### config.mk
export PLATFORM = sky130hd
export DESIGN_NAME = single_sqrt_stream
export DESIGN_NICKNAME = d
export VERILOG_FILES = /design/src/rtl/single_fp_pkg.sv /design/src/rtl/sqrt_result_fifo.sv /design/src/rtl/single_sqrt_stream.sv
export SDC_FILE = /design/constraint.sdc
export NUM_CORES = 1
export LEC_CHECK = 0
export ABC_AREA = 1
export CORE_MARGIN = 1.5
export CORE_UTILIZATION = 25
export CTS_CLUSTER_DIAMETER = 120
export DETAILED_ROUTE_END_ITERATION = 10
export SYNTH_ARGS = -nofsm -noshare
export SYNTH_HDL_FRONTEND = slang
export SYNTH_SLANG_ARGS = --single-unit
### constraint.sdc
create_clock -name clk -period 6.2 [get_ports clk]
set_input_delay 1.24 -clock clk [delete_from_list [all_inputs] [get_ports clk]]
set_output_delay 1.24 -clock clk [all_outputs]
set_load 0.02 [all_outputs]
### src/rtl/single_fp_pkg.sv
// Shared IEEE-754 single-precision definitions for the sqrt stream wrapper:
// operand classes, special encodings and the operand classifier.
package single_fp_pkg;

  localparam int EXP_W  = 8;
  localparam int FRAC_W = 23;

  localparam logic [31:0] FP_QNAN    = 32'h7FC00000;
  localparam logic [31:0] FP_POS_INF = 32'h7F800000;

  typedef enum logic [2:0] {
    ZERO   = 3'd0,
    DENORM = 3'd1,
    INF    = 3'd2,
    NAN    = 3'd3,
    NEG    = 3'd4,
    NORMAL = 3'd5
  } fp_class_t;

  // Payload keeps the NaN fraction below the quiet bit so it can be re-emitted.
  typedef struct packed {
    logic                  valid;
    fp_class_t             cls;
    logic                  sign;
    logic [FRAC_W-2:0]     payload;
  } cls_pipe_t;

  // Denormals take priority over the sign test so -denorm flushes to -0.
  function automatic fp_class_t fp_classify(input logic [31:0] a);
    logic [EXP_W-1:0]  exp_s;
    logic [FRAC_W-1:0] frac_s;
    fp_class_t         cls_s;
    exp_s  = a[30:23];
    frac_s = a[22:0];
    if (exp_s == 8'h00) begin
      cls_s = (frac_s == 23'd0) ? ZERO : DENORM;
    end else if (exp_s == 8'hFF && frac_s != 23'd0) begin
      cls_s = NAN;
    end else if (a[31]) begin
      cls_s = NEG;
    end else if (exp_s == 8'hFF) begin
      cls_s = INF;
    end else begin
      cls_s = NORMAL;
    end
    return cls_s;
  endfunction

endpackage

### src/rtl/sqrt_result_fifo.sv
// Result FIFO with a registered output stage; an empty FIFO forwards a write
// straight into the output register so data appears on the next cycle.
module sqrt_result_fifo #(
  parameter int DEPTH = 16,
  parameter int WIDTH = 33
) (
  input  logic             clk,
  input  logic             rstn,
  input  logic             wr_en,
  input  logic [WIDTH-1:0] wr_data,
  input  logic             rd_en,
  output logic             rd_valid,
  output logic [WIDTH-1:0] rd_data,
  output logic             full,
  output logic             empty
);

  localparam int PTR_W = $clog2(DEPTH);
  localparam int CNT_W = $clog2(DEPTH + 1);

  logic [WIDTH-1:0] mem_q [DEPTH];
  logic [PTR_W-1:0] wr_ptr_q, wr_ptr_d;
  logic [PTR_W-1:0] rd_ptr_q, rd_ptr_d;
  logic [CNT_W-1:0] mem_cnt_q, mem_cnt_d;
  logic             out_valid_q, out_valid_d;
  logic [WIDTH-1:0] out_data_q, out_data_d;

  logic mem_empty_s, load_s, bypass_s, mem_we_s, mem_re_s;

  always_comb begin
    mem_empty_s = (mem_cnt_q == '0);
    load_s      = (!out_valid_q || rd_en) && (!mem_empty_s || wr_en);
    bypass_s    = load_s && mem_empty_s;
    mem_we_s    = wr_en && !bypass_s;
    mem_re_s    = load_s && !mem_empty_s;

    wr_ptr_d = mem_we_s ? wr_ptr_q + PTR_W'(1) : wr_ptr_q;
    rd_ptr_d = mem_re_s ? rd_ptr_q + PTR_W'(1) : rd_ptr_q;

    case ({mem_we_s, mem_re_s})
      2'b10:   mem_cnt_d = mem_cnt_q + CNT_W'(1);
      2'b01:   mem_cnt_d = mem_cnt_q - CNT_W'(1);
      default: mem_cnt_d = mem_cnt_q;
    endcase

    if (load_s) begin
      out_valid_d = 1'b1;
      out_data_d  = bypass_s ? wr_data : mem_q[rd_ptr_q];
    end else begin
      out_valid_d = rd_en ? 1'b0 : out_valid_q;
      out_data_d  = out_data_q;
    end
  end

  always_ff @(posedge clk or negedge rstn) begin
    if (!rstn) begin
      wr_ptr_q    <= '0;
      rd_ptr_q    <= '0;
      mem_cnt_q   <= '0;
      out_valid_q <= 1'b0;
      out_data_q  <= '0;
    end else begin
      wr_ptr_q    <= wr_ptr_d;
      rd_ptr_q    <= rd_ptr_d;
      mem_cnt_q   <= mem_cnt_d;
      out_valid_q <= out_valid_d;
      out_data_q  <= out_data_d;
    end
  end

  // Storage needs no reset: only entries below mem_cnt_q are ever read.
  always_ff @(posedge clk) begin
    if (mem_we_s) begin
      mem_q[wr_ptr_q] <= wr_data;
    end
  end

  assign rd_valid = out_valid_q;
  assign rd_data  = out_data_q;
  assign full     = (mem_cnt_q == CNT_W'(DEPTH));
  assign empty    = !out_valid_q && mem_empty_s;

endmodule

### src/rtl/single_sqrt_stream.sv
// Valid/ready wrapper around the non-stalling single-precision sqrt core.
// Optional SQRT_STREAM_STATS_EN adds saturating pop / invalid-pop counters.
module single_sqrt_stream
  import single_fp_pkg::*;
#(
  parameter int LATENCY = 15,
  parameter int DEPTH   = 16,
  parameter int CNT_W   = $clog2(DEPTH + 1)
) (
  input  logic        clk,
  input  logic        rstn,
  input  logic        s_valid,
  output logic        s_ready,
  input  logic [31:0] s_data,
  output logic        sq_in_valid,
  output logic [31:0] sq_a,
  input  logic        sq_out_valid,
  input  logic [31:0] sq_c,
  output logic        m_valid,
  input  logic        m_ready,
  output logic [31:0] m_data,
  output logic        m_invalid
`ifdef SQRT_STREAM_STATS_EN
  ,
  output logic [15:0] stat_ops,
  output logic [15:0] stat_invalid
`endif
);

  logic             accept_s, pop_s;
  logic             ready_en_q, ready_en_d;
  logic [CNT_W-1:0] count_q, count_d;
  cls_pipe_t        pipe_q [LATENCY];
  cls_pipe_t        pipe_d [LATENCY];
  cls_pipe_t        tail_s;
  logic [31:0]      patch_data_s;
  logic             patch_inv_s;
  logic             fifo_full_s, fifo_empty_s;

  // ready_en_q holds s_ready low while rstn is asserted.
  assign s_ready     = ready_en_q && (count_q < CNT_W'(DEPTH));
  assign accept_s    = s_valid && s_ready;
  assign sq_in_valid = accept_s;
  assign sq_a        = s_data;
  assign pop_s       = m_valid && m_ready;
  assign tail_s      = pipe_q[LATENCY-1];

  always_comb begin
    ready_en_d = 1'b1;
    case ({accept_s, pop_s})
      2'b10:   count_d = count_q + CNT_W'(1);
      2'b01:   count_d = count_q - CNT_W'(1);
      default: count_d = count_q;
    endcase
    pipe_d[0] = '{valid:   accept_s,
                  cls:     fp_classify(s_data),
                  sign:    s_data[31],
                  payload: s_data[FRAC_W-2:0]};
    for (int i = 1; i < LATENCY; i++) begin
      pipe_d[i] = pipe_q[i-1];
    end
  end

  always_ff @(posedge clk or negedge rstn) begin
    if (!rstn) begin
      ready_en_q <= 1'b0;
      count_q    <= '0;
      for (int i = 0; i < LATENCY; i++) begin
        pipe_q[i] <= '0;
      end
    end else begin
      ready_en_q <= ready_en_d;
      count_q    <= count_d;
      for (int i = 0; i < LATENCY; i++) begin
        pipe_q[i] <= pipe_d[i];
      end
    end
  end

  // -INF is classed NEG, so the INF arm only ever sees +INF.
  always_comb begin
    patch_data_s = sq_c;
    patch_inv_s  = 1'b0;
    case (tail_s.cls)
      ZERO, DENORM: patch_data_s = {tail_s.sign, 31'd0};
      INF:          patch_data_s = FP_POS_INF;
      NEG: begin
        patch_data_s = FP_QNAN;
        patch_inv_s  = 1'b1;
      end
      NAN:          patch_data_s = {tail_s.sign, 8'hFF, 1'b1, tail_s.payload};
      default:      patch_data_s = sq_c;
    endcase
  end

  sqrt_result_fifo #(
    .DEPTH (DEPTH),
    .WIDTH (33)
  ) u_fifo (
    .clk      (clk),
    .rstn     (rstn),
    .wr_en    (sq_out_valid),
    .wr_data  ({patch_inv_s, patch_data_s}),
    .rd_en    (pop_s),
    .rd_valid (m_valid),
    .rd_data  ({m_invalid, m_data}),
    .full     (fifo_full_s),
    .empty    (fifo_empty_s)
  );

`ifdef SQRT_STREAM_STATS_EN
  logic [15:0] stat_ops_q, stat_ops_d;
  logic [15:0] stat_inv_q, stat_inv_d;

  always_comb begin
    stat_ops_d = stat_ops_q;
    stat_inv_d = stat_inv_q;
    if (pop_s && stat_ops_q != 16'hFFFF) begin
      stat_ops_d = stat_ops_q + 16'd1;
    end else begin
      stat_ops_d = stat_ops_q;
    end
    if (pop_s && m_invalid && stat_inv_q != 16'hFFFF) begin
      stat_inv_d = stat_inv_q + 16'd1;
    end else begin
      stat_inv_d = stat_inv_q;
    end
  end

  always_ff @(posedge clk or negedge rstn) begin
    if (!rstn) begin
      stat_ops_q <= 16'd0;
      stat_inv_q <= 16'd0;
    end else begin
      stat_ops_q <= stat_ops_d;
      stat_inv_q <= stat_inv_d;
    end
  end

  assign stat_ops     = stat_ops_q;
  assign stat_invalid = stat_inv_q;
`endif

  tail_valid_a: assert property (@(posedge clk) disable iff (!rstn)
    sq_out_valid == tail_s.valid)
    else $error("sq_out_valid disagrees with class pipeline tail");

  fifo_overflow_a: assert property (@(posedge clk) disable iff (!rstn)
    !(sq_out_valid && fifo_full_s))
    else $error("result fifo written while full");

  fifo_underflow_a: assert property (@(posedge clk) disable iff (!rstn)
    !(pop_s && fifo_empty_s))
    else $error("result fifo popped while empty");

endmodule

==> metrics <==
area of the core=0.1377 mm^2; peak supply drop=0.2835 mV; area occupied by multi-input gates=0.006106 mm^2; # clock sinks=971; via count=19580; number of flops mapped to enable cells by yosys=528; Crit Reg-Reg Startpoint=u_fifo.rd_ptr_q[0]; register area share after synthesis=0.7760; r2r endpoint=u_fifo.rd_data[11]; Worst Setup Start Kind=primary input; setup TNS=0 ns; Buf+Inv Stages, Crit Path=3; Pre-antenna DRT Iters=5; cell area power density=434.1 mW/mm^2; crit end category=output pin; DRC viols=0; Fillers=13550; H-tree Lvls=3; RePlAce Congestion=0.7788; HPWL after detailed placement=43920 um; CP Class=in2out; syn nets=2761; fmax=270.5 MHz; commonest non-fill, non-tap cells in the layout=edfxtp_1 (528), dfrtp_1 (440), nand2_1 (410); IO Pins=137; commonest non-fill, non-tap cell in the layout=edfxtp_1; clk_skew=0.03408 ns; postcts setup bufs=0; Final Hold Vio Count=0; r2r setup slk=2.83 ns; crit-path cells=clkdlybuf4s50_1 > nand2_1 > inv_1 > clkdlybuf4s50_1; cell count after synthesis=2677; Clock Latency Late Sink=0.66 ns; crit-path leading delay family=buffers and inverters; clock buffer depth=3; num rows=136; Max Cap Viol=0; Crit Path Max Fanout=2; Final #Nets=2893; total CTS buffers=97; share of cells above drive strength 1=0.08267; Die Span X=375.6 um; first-pass GRT wire length=117600 um; routed vias/inst=4.179; Slowest cell on crit path=clkdlybuf4s50_1; class of the worst hold path=reg2reg; Tightest Pin Transition=1.266 ns; hold_buf cts=0; Tmin final=3.698 ns; worst reg2reg path depth=10; area grow syn2layout=19.28%; clock root buffer master=clkbuf_16; Synth Flop Type=edfxtp_1; Port-buffer cells=136; gr ovfl total=0; post-CTS sizing=0; Starting Density=0.2522; final count of pins violating max slew=0; DR iter-0 viols=1436; Total GRT Usage=0.1072; most frequent CP cell=clkdlybuf4s50_1; CP startpoint=s_valid; WP data arrival=2.46 ns; post-synthesis cell type count=33; Slew headroom=0.1560; synthesized flop and latch total=971; Req. time, crit path=4.96 ns; Mapped Avg Cell Area=12.97 um^2; Worst-path clk slew=0.06 ns; Core Util, Final=0.3008; initial antenna violation count=7; asr flop ratio synth=0.4562; yosys warns=0; FF+latch area=0.02695 mm^2; Final Setup Violations=0; Avg WL per Cell=16.27 um; RSZ-0062 raised after global routing=no; Max stage delay on crit path=0.60 ns; vias in the first global route=19720; die height=375.6 um; CTS tree=built; Post-DRT Antenna Nets=0; Mapped Area=0.03472 mm^2; status=finished clean; Critical Path Sink=sq_in_valid; final cycle utilization of the critical path=0.5964; die area=0.1411 mm^2; Crit. path cell count=4; largest net degree at the start of global routing=157; final wirelength=76240 um; Leak=16.43 nW
-- through the flow --
stage / instances / setup slack, ns / hold slack [ns] / total power, mW / instance area, um^2
6_report: 4686 / 2.502 / 0.3357 / 17.98 / 41410
5_1_grt: 4685 / 2.429 / 0.3411 / 18.95 / 41410
4_1_cts: 4685 / 2.465 / 0.3316 / 18.21 / 41400
3_5_place_dp: 4504 / 2.067 / 0.3347 / 12.34 / 38150
3_3_place_gp: 4504 / 2.100 / 0.3319 / 12.28 / 38150
2_1_floorplan: 2677 / 1.624 / 0.3312 / 10.72 / 34720
-- cells in the mapped netlist (all sizes together) (23+ instances only) --
library cell	count	area (um^2)
a21oi	50	250.2
buf	115	649.4
clkbuf	43	161.4
dfrtp	443	11090
edfxtp	528	15860
inv	263	987.2
nand2	411	1545
nand3	246	1236
nor2	289	1085
o211ai	81	608.1
o21ai	134	674.4
o22ai	23	143.9
-- sequential cells by signal, indices dropped and copies added, names as in the netlist, 4 cells and up --
| signal | flops |
|---|---|
| u_fifo.rd_data | 33 |
| pipe_d | 364 |
| u_fifo.mem_cnt_q | 5 |
| pipe_q | 26 |
| u_fifo.mem_q | 528 |
| u_fifo.wr_ptr_q | 4 |
| count_q | 5 |
| u_fifo.rd_ptr_q | 4 |
-- report_power, final --
part / leakage [nW] / internal, mW / total (mW) / switching, mW
clock network: 1.59 / 3.36 / 5.82 / 2.46
logic: 4.80 / 1.36 / 4.32 / 2.96
registers: 10.0 / 7.44 / 7.83 / 0.392
-- cell type report --
type,instances,area share
tap,1794,0.05421
clock buffer,123,0.06339
multi-input combinational,1284,0.1474
timing repair buffer,191,0.04478
sequential,971,0.6507
clock inverter,58,0.01523
antenna,1,0.00006043
inverter,264,0.02414
-- cells by family after synthesis --
group	Yosys count	share of synthesized area
AOI/OAI and AO/OA	290	0.04869
xor gates and xnor gates	10	0.002523
adders and majority gates	15	0.005839
buffers and inverters	422	0.05190
DFF	971	0.7760
other	1	0.0001080
and+or+nand+nor	968	0.1149
-- worst min-delay path by stage --
stage                      from           to  slack [ns]  depth (start not counted)
floorplan            pipe_d[27]    pipe_d[0]        0.33                          0
global placement     pipe_d[11]   pipe_q[11]        0.33                          0
detailed placement  pipe_d[127]  pipe_d[100]        0.33                          0
CTS                  pipe_d[89]   pipe_d[62]        0.33                          0
global route         pipe_d[89]   pipe_d[62]        0.34                          0
finish               pipe_d[89]   pipe_d[62]        0.34                          0
-- per-layer routing --
metal	track usage	vias to the layer above	part of all wire
li1	-	9227	-
met1	0.1397	9665	0.44
met2	0.1792	545	0.48
met3	0.02159	131	0.060
met5	0	-	0.0012
met4	0.03216	14	0.024
No activity file was read; power rests on OpenSTA's default activity.
